$ cat src/rtl/data_path_muxs_pkg.sv
// Shared types for the pipeline stall/flush controller: FSM states, the
// per-cycle control bundle and the load-use hazard detector.
package data_path_muxs_pkg;

  typedef enum logic [1:0] {
    RUN    = 2'd0,
    DWAIT  = 2'd1,
    HALTED = 2'd2
  } ctrl_state_t;

  typedef struct packed {
    logic pc_en;
    logic en_if_id;
    logic en_id_ex;
    logic en_ex_mem;
    logic en_mem_wb;
    logic flush_if_id;
    logic flush_id_ex;
    logic flush_ex_mem;
  } ctrl_out_t;

  localparam ctrl_out_t CTRL_RUN    = 8'b11111_000;
  localparam ctrl_out_t CTRL_FREEZE = 8'b00000_000;
  localparam ctrl_out_t CTRL_RESET  = 8'b00000_111;
  localparam ctrl_out_t CTRL_REDIR  = 8'b11111_111;
  localparam ctrl_out_t CTRL_LDUSE  = 8'b00111_010;
  localparam ctrl_out_t CTRL_FMISS  = 8'b01111_100;

  // $0 never creates a dependency; rt only counts when the instruction reads it.
  function automatic logic load_use_hazard(
    input logic       load,
    input logic [4:0] dest,
    input logic [4:0] rs,
    input logic [4:0] rt,
    input logic       uses_rt
  );
    return load && (dest != 5'd0) && ((dest == rs) || (uses_rt && (dest == rt)));
  endfunction

endpackage

$ cat src/rtl/perf_counter.sv
// Free-running event counter: synchronous clear, enable-gated increment,
// wraps modulo 2^CNT_W.
module perf_counter #(
  parameter int CNT_W = 32
) (
  input  logic             clk_i,
  input  logic             clr_i,
  input  logic             inc_i,
  output logic [CNT_W-1:0] cnt_o
);

  logic [CNT_W-1:0] cnt_q;
  logic [CNT_W-1:0] cnt_d;

  // next count
  always_comb begin
    if (clr_i) begin
      cnt_d = '0;
    end else if (inc_i) begin
      cnt_d = cnt_q + {{(CNT_W-1){1'b0}}, 1'b1};
    end else begin
      cnt_d = cnt_q;
    end
  end

  // count register
  always_ff @(posedge clk_i) begin
    cnt_q <= cnt_d;
  end

  assign cnt_o = cnt_q;

endmodule

$ cat src/rtl/pipeline_controller.sv
// Stall/flush sequencer for the five-stage pipeline: combinational latch
// enables/flushes from state + hazards, plus stall and redirect counters.
module pipeline_controller
  import data_path_muxs_pkg::*;
#(
  parameter int CNT_W = 32
) (
  input  logic             CLK,
  input  logic             RST,
  input  logic             ihit,
  input  logic             dhit,
  input  logic             dmem_req_EX_MEM,
  input  logic             load_ID_EX,
  input  logic [4:0]       reg_dest_ID_EX,
  input  logic [4:0]       rs_IF_ID,
  input  logic [4:0]       rt_IF_ID,
  input  logic             uses_rt_IF_ID,
  input  logic             redirect_EX_MEM,
  input  logic             halt_MEM_WB,
  output logic             pc_en,
  output logic             en_IF_ID,
  output logic             en_ID_EX,
  output logic             en_EX_MEM,
  output logic             en_MEM_WB,
  output logic             flush_IF_ID,
  output logic             flush_ID_EX,
  output logic             flush_EX_MEM,
  output logic             halt,
  output logic [CNT_W-1:0] stall_cnt,
  output logic [CNT_W-1:0] flush_cnt
);

  ctrl_state_t state_q;
  ctrl_state_t state_d;
  ctrl_out_t   ctrl_s;
  logic        evaluate_s;
  logic        from_run_s;
  logic        flush_inc_s;
  logic        stall_inc_s;
  logic        hazard_s;

  assign hazard_s = load_use_hazard(load_ID_EX, reg_dest_ID_EX, rs_IF_ID,
                                    rt_IF_ID, uses_rt_IF_ID);

  // control decode: state selects freeze/evaluate, then hazards by priority
  always_comb begin
    ctrl_s      = CTRL_RUN;
    state_d     = state_q;
    evaluate_s  = 1'b0;
    from_run_s  = 1'b0;
    flush_inc_s = 1'b0;
    if (RST) begin
      ctrl_s  = CTRL_RESET;
      state_d = RUN;
    end else begin
      case (state_q)
        RUN: begin
          evaluate_s = 1'b1;
          from_run_s = 1'b1;
        end
        DWAIT: begin
          if (dhit) begin
            evaluate_s = 1'b1;
            state_d    = RUN;
          end else begin
            ctrl_s = CTRL_FREEZE;
          end
        end
        HALTED:  ctrl_s = CTRL_FREEZE;
        default: begin
          ctrl_s  = CTRL_FREEZE;
          state_d = RUN;
        end
      endcase
    end
    // halt and memory wait are only meaningful when arriving from RUN
    if (evaluate_s) begin
      if (from_run_s && halt_MEM_WB) begin
        ctrl_s  = CTRL_FREEZE;
        state_d = HALTED;
      end else if (from_run_s && dmem_req_EX_MEM && !dhit) begin
        ctrl_s  = CTRL_FREEZE;
        state_d = DWAIT;
      end else if (redirect_EX_MEM) begin
        ctrl_s      = CTRL_REDIR;
        flush_inc_s = 1'b1;
      end else if (hazard_s) begin
        ctrl_s = CTRL_LDUSE;
      end else if (!ihit) begin
        ctrl_s = CTRL_FMISS;
      end else begin
        ctrl_s = CTRL_RUN;
      end
    end else begin
      flush_inc_s = 1'b0;
    end
  end

  assign stall_inc_s = !RST && (state_q != HALTED) && !ctrl_s.pc_en;

  // FSM state register
  always_ff @(posedge CLK) begin
    if (RST) begin
      state_q <= RUN;
    end else begin
      state_q <= state_d;
    end
  end

  assign pc_en        = ctrl_s.pc_en;
  assign en_IF_ID     = ctrl_s.en_if_id;
  assign en_ID_EX     = ctrl_s.en_id_ex;
  assign en_EX_MEM    = ctrl_s.en_ex_mem;
  assign en_MEM_WB    = ctrl_s.en_mem_wb;
  assign flush_IF_ID  = ctrl_s.flush_if_id;
  assign flush_ID_EX  = ctrl_s.flush_id_ex;
  assign flush_EX_MEM = ctrl_s.flush_ex_mem;
  assign halt         = (state_q == HALTED);

  perf_counter #(.CNT_W(CNT_W)) u_stall_cnt (
    .clk_i (CLK),
    .clr_i (RST),
    .inc_i (stall_inc_s),
    .cnt_o (stall_cnt)
  );

  perf_counter #(.CNT_W(CNT_W)) u_flush_cnt (
    .clk_i (CLK),
    .clr_i (RST),
    .inc_i (flush_inc_s),
    .cnt_o (flush_cnt)
  );

endmodule

$ cat config.mk
export PLATFORM = sky130hd
export DESIGN_NAME = pipeline_controller
export DESIGN_NICKNAME = d
export VERILOG_FILES = /design/src/rtl/data_path_muxs_pkg.sv /design/src/rtl/perf_counter.sv /design/src/rtl/pipeline_controller.sv
export SDC_FILE = /design/constraint.sdc
export NUM_CORES = 1
export LEC_CHECK = 0
export CAP_MARGIN = 10
export CORE_ASPECT_RATIO = 1.2
export CORE_MARGIN = 2
export CORE_UTILIZATION = 45
export CTS_CLUSTER_SIZE = 30
export DETAILED_ROUTE_END_ITERATION = 7
export GPL_TIMING_DRIVEN = 0
export PLACE_DENSITY = 0.77
export SYNTH_ARGS = -nofsm -noshare
export SYNTH_HDL_FRONTEND = slang
export SYNTH_SLANG_ARGS = --single-unit
$ cat constraint.sdc
create_clock -name CLK -period 2.33 [get_ports CLK]
set_input_delay 0.466 -clock CLK [delete_from_list [all_inputs] [get_ports CLK]]
set_output_delay 0.466 -clock CLK [all_outputs]
set_load 0.01 [all_outputs]
Word level (Yosys, flattened, before mapping). Cells that the tools add are included.

Logic and storage cells: 48. Input bits: 24. Register bits after elaboration: 66. Output and inout port bits: 73.

Reductions and logical operators: 15. Equality and inequality tests: 5. Muxes and demuxes: 23. Add/sub/neg operators: 2.

Operators with widths (number): 32-bit by 1-bit adder with 32-bit output, second input constant (2); 8-bit two-way mux (8); 8-bit case mux with 2 select lines (1); 5-bit == test (2); 1-bit logical AND (8); 1-bit two-way mux (8); 2-bit two-way mux (4); 5-bit nonzero test (1); 2-bit case mux with 2 select lines (1); 1-bit logical NOT (3); 2-bit by 1-bit == test with 1-bit output, second input constant (1); 2-bit == test, second input constant (1); 2-bit logical NOT (1); 2-bit != test, second input constant (1); 1-bit case mux with 2 select lines (1); 2-bit OR reduction (1); 1-bit logical OR (1).

Longest topological paths before layout.
Depth after elaboration: 11. Gate-level depth with buffers: 9. Depth with buffers taken out: 6.

Modules after synthesis. Synthesis repeated with hierarchy kept, for this count alone.

Cell total of the unflattened synthesis: 410. Area total of the unflattened synthesis: 3458.3 µm².

By module, submodules not included: perf_counter (instances 2, cells each 181, area an instance 1564.0 µm², sequential area each 640.6 µm²); pipeline_controller (instances 1, cells each 48, area an instance 330.3 µm², sequential area each 40.0 µm²).

Least setup slack after synthesis. Ideal clock, no wire load.

Path kind: input port to output port. From: in reg_dest_ID_EX[1]. To: out pc_en. Data required time: 1.864 ns. Buffers on the path: 0. Setup slack: 0.096 ns. Cell stages on the path: 5. Arrival: 1.768 ns. Cells stage by stage: or4_1 -> o21a_1 -> and2_1 -> nand2b_1 -> o21ai_0.

Word-level cells in the longest chain between the ends: 9. Elaborated cells on any way between the ends: 12. Classes of those cells: 2 x eq/ne; 5 x mux; 5 x reduce/logical.

Ends and longest elaborated chain: from (decl) (line pipeline_controller.sv:14) `input logic [4:0] reg_dest_ID_EX,`; 5-bit == test (line data_path_muxs_pkg.sv:37) `return load && (dest != 5'd0) && ((dest == rs) || (uses_rt && (dest == rt)));`; 1-bit logical AND (line data_path_muxs_pkg.sv:37); 1-bit logical OR (line data_path_muxs_pkg.sv:37); 1-bit logical AND (*) (line data_path_muxs_pkg.sv:37); 8-bit two-way mux (*) (line pipeline_controller.sv:87) `end else if (hazard_s) begin`; 8-bit two-way mux (*) (line pipeline_controller.sv:84) `end else if (redirect_EX_MEM) begin`; 8-bit two-way mux (*) (line pipeline_controller.sv:81) `end else if (from_run_s && dmem_req_EX_MEM && !dhit) begin`; 8-bit two-way mux (*) (line pipeline_controller.sv:78) `if (from_run_s && halt_MEM_WB) begin`; 8-bit two-way mux (*) (line pipeline_controller.sv:77) `if (evaluate_s) begin`; to (decl) (line pipeline_controller.sv:20) `output logic pc_en,`.

Every way passes the cells marked *; elsewhere a longest branch is shown, timed or not.

Final worst setup path.
From: in reg_dest_ID_EX[2]. To: out flush_IF_ID.

Word-level cells in the longest chain between the ends: 9. Elaborated cells on any way between the ends: 12. Classes of those cells: 2 x eq/ne; 5 x mux; 5 x reduce/logical.

Ends and longest elaborated chain: 5-bit == test (line data_path_muxs_pkg.sv:37); 1-bit logical AND (line data_path_muxs_pkg.sv:37); 1-bit logical OR (line data_path_muxs_pkg.sv:37); 1-bit logical AND (*) (line data_path_muxs_pkg.sv:37); 8-bit two-way mux (*) (line pipeline_controller.sv:87); 8-bit two-way mux (*) (line pipeline_controller.sv:84); 8-bit two-way mux (*) (line pipeline_controller.sv:81); 8-bit two-way mux (*) (line pipeline_controller.sv:78); 8-bit two-way mux (*) (line pipeline_controller.sv:77); to (decl) (line pipeline_controller.sv:25) `output logic flush_IF_ID,`.

Marked as above.

==> out/results.ini <==
[worst_setup_path]
path_class=in2out
worstPathArrival_ns=1.84
path_cells=buf_8 > or4_4 > o21a_1 > and2_4 > nand2b_4 > o21bai_1 > buf_2
path_max_fanout=3
cp-end-kind=output pin
cp-start-kind=input pin
slowest_delay_ns=0.52
critPathBufInv=2
worstPathRequired_ns=1.86
crit_family=simple AND/OR/NAND/NOR gates
slowest_stage=or4_4

[grt]
track_usage_pct=24.1
grt_pass1_wl_um=15400
grt_pass1_vias=3292
antenna_found_initial=0
grt_overflow=0
grt_max_degree=11

[detailed_routing]
dr.pass1.iters=4
ant_nets=0
drt-wirelength-per-cell_um=15.3
drc_errors=0
drt_iter0_markers=133
vias_per_cell=5.61
dr_total_vias=3370
totalWireLength_um=9230

[yosys]
async_reset_ff_share_pct=0
synth_nets=418
netlist.area_leader.share_pct=40.1
seq_area_frac_synth_pct=40.1
synth_top_cell_by_area=dfxtp_1
synth-seq-cells=66
synth.most_common_cell=dfxtp_1
synth-edff-count=0
synth_area_leaders=dfxtp_1 (40%), xor2_1 (6.1%), a21oi_1 (4.9%)
synth_common_cells=dfxtp_1 (66), nor2_1 (39), a21oi_1 (32)
syn_area_per_cell_sq_um=8.41
yosys_warnings=0
synthesis.area_sq_um=3300
ys_types=42
synth_cells=392
ys.flop_type=dfxtp_1

[power_and_ir_drop]
p_per_area_nw_per_um2=490
power_mw=2.29
leakage_nw=1.78
peakVddDrop_uv=410

[placed_design]
dp_hpwl_um=6600
routabilityCongestion=0.798
dpl_worst_slack_ns=-0.899
io_buffers=96

[die]
die-area_sq_um=8030
coreArea_sq_um=7190
io_pins=97
num_rows=34
start_util_pct=45.8
die_x_um=82.1
die_y_um=97.7

[sta]
maxSlewViolCount=0
skew_ns=0.00640
fmax_mhz=434
rsz0062_at_grt=true
fin_crit_sh_pct=99.0
setup_violations=0
period_needed_ns=2.31
relSlewSlack_pct=65.3
worst_pin_slew_ns=0.520
worst_slack_ns=0.0233
hold_violations=0

[clock_network]
clockBufferDepth=2
clk_pin_slew_worst_paths_ns=0.07
clockRootBuffer=clkbuf_8
cts_max_level=3
cts_buffers=9
clkSinkCount=66
holdBufCountCts=0
cts_tree=done
clock_latency_ns=0.34

[final_layout]
diodes=0
fin_nets=533
area_growth_pct=41.9
final_layout_size_suffix_gt1_share_pct=12.1
nFillCells=625

[status]
status=complete, no violations

[worst_hold_path]
hold_class=in2reg

[run]
drv_cap=0

## cell families (layout without fill, tap and decap cells)
kind of cell | after synthesis | after routing | synth area share (%)
adder cells (fa/ha/maj) | 2 | 2 | 0.759
buffers and inverters | 27 | 146 | 3.57
XOR/XNOR | 39 | 39 | 10.4
AO/OA/AOI/OAI | 76 | 76 | 13.9
multiplexers | 1 | 1 | 0.304
AND/OR/NAND/NOR | 181 | 181 | 31.0
flip-flops | 66 | 66 | 40.1
## placed cells by master, fill, tap and decap left out, types with 3 or more instances in the layout
master,Yosys,layout
clkdlybuf4s50_1,0,69
dfxtp_1,66,63
nor2_1,39,37
a21oi_1,32,32
nand2_1,29,29
xor2_1,23,23
nand3_1,20,20
nand4_1,19,19
o21ai_0,19,18
or3_1,17,17
xnor2_1,16,16
and3_1,16,15
buf_4,3,13
clkbuf_1,16,12
o31ai_1,12,12
dlymetal6s2s_1,0,12
and4_1,11,10
or4_1,11,10
clkbuf_8,0,10
buf_2,4,8
dlygate4sd2_1,0,7
clkbuf_2,0,5
inv_1,4,4
and2_1,4,3
o41ai_1,3,3
dfxtp_2,0,3
## stage by stage
step | hold slack, ns | cell area (sq um) | util, % | setup TNS (ns) | std cells
final | 0.435 | 4680 | 65.1 | 0 | 601
after global routing | 0.458 | 4680 | 65.1 | -0.0493 | 601
after CTS | 0.442 | 4590 | 63.9 | -0.0789 | 596
after detailed placement | 0.493 | 4370 | 60.8 | -29.86 | 578
after global placement | 0.482 | 4370 | 60.8 | -28.13 | 578
after floorplan | 0.459 | 3300 | - | 0 | 392
## per-layer routing
layer / GRT usage, % / part of all wire [%] / vias up
met5: 0 / 0 / -
met3: 4.07 / 4.2 / 14
met2: 41.6 / 52 / 84
met1: 28.7 / 42 / 1609
li1: - / - / 1663
met4: 10.9 / 1.6 / 0
## path summary, 6_finish.rpt
path | from | to | slack, ns | depth (start not counted)
setup / recovery | reg_dest_ID_EX[2] | flush_IF_ID | 0.02 | 7
hold / removal | dhit | state_q[0] | 0.43 | 2
setup reg to reg | u_stall_cnt.cnt_o[6] | u_stall_cnt.cnt_o[25] | 0.08 | 7
hold reg to reg | u_stall_cnt.cnt_o[26] | u_stall_cnt.cnt_o[26] | 0.50 | 2
## flip-flops by register name, indices dropped and copies added, names as in the netlist
register and cells:
u_flush_cnt.cnt_o 32, u_stall_cnt.cnt_o 32, state_q 2
## cell type report
| type | instances | area (sq um) | share of cell area (%) |
|---|---|---|---|
| plain buffers | 22 | 110 | 2.35 |
| clock buffers | 12 | 145 | 3.10 |
| clock inverters | 3 | 40.0 | 0.856 |
| inverters | 4 | 15.0 | 0.321 |
| multi-input cells | 299 | 1900 | 40.6 |
| flip-flops and latches | 66 | 1330 | 28.3 |
| well taps | 90 | 113 | 2.41 |
| repair buffers | 105 | 1030 | 22.0 |
## worst reg2reg max path, delay by kind of cell (launching register included)
kind / cells / cell delay, ns
simple gates: 5 / 1.41
buf+inv: 1 / 0.19
compound gates: 1 / 0.14
flops: 1 / 0.43
## where the power goes
group	leakage [nW]	total, mW	internal, mW	switching [mW]
clock	0.0962	0.933	0.515	0.418
combinational	1.15	0.213	0.101	0.113
sequential	0.534	1.14	1.13	0.0103
total	1.78	2.29	1.75	0.541
## timing repair
action	4_1_cts	5_1_grt
cloned	0	0
setup buffers	4	5
setup endpoints to repair	45	48
gates resized for setup	58	24
pin swaps	6	13
(Power assumes the default switching activity.)
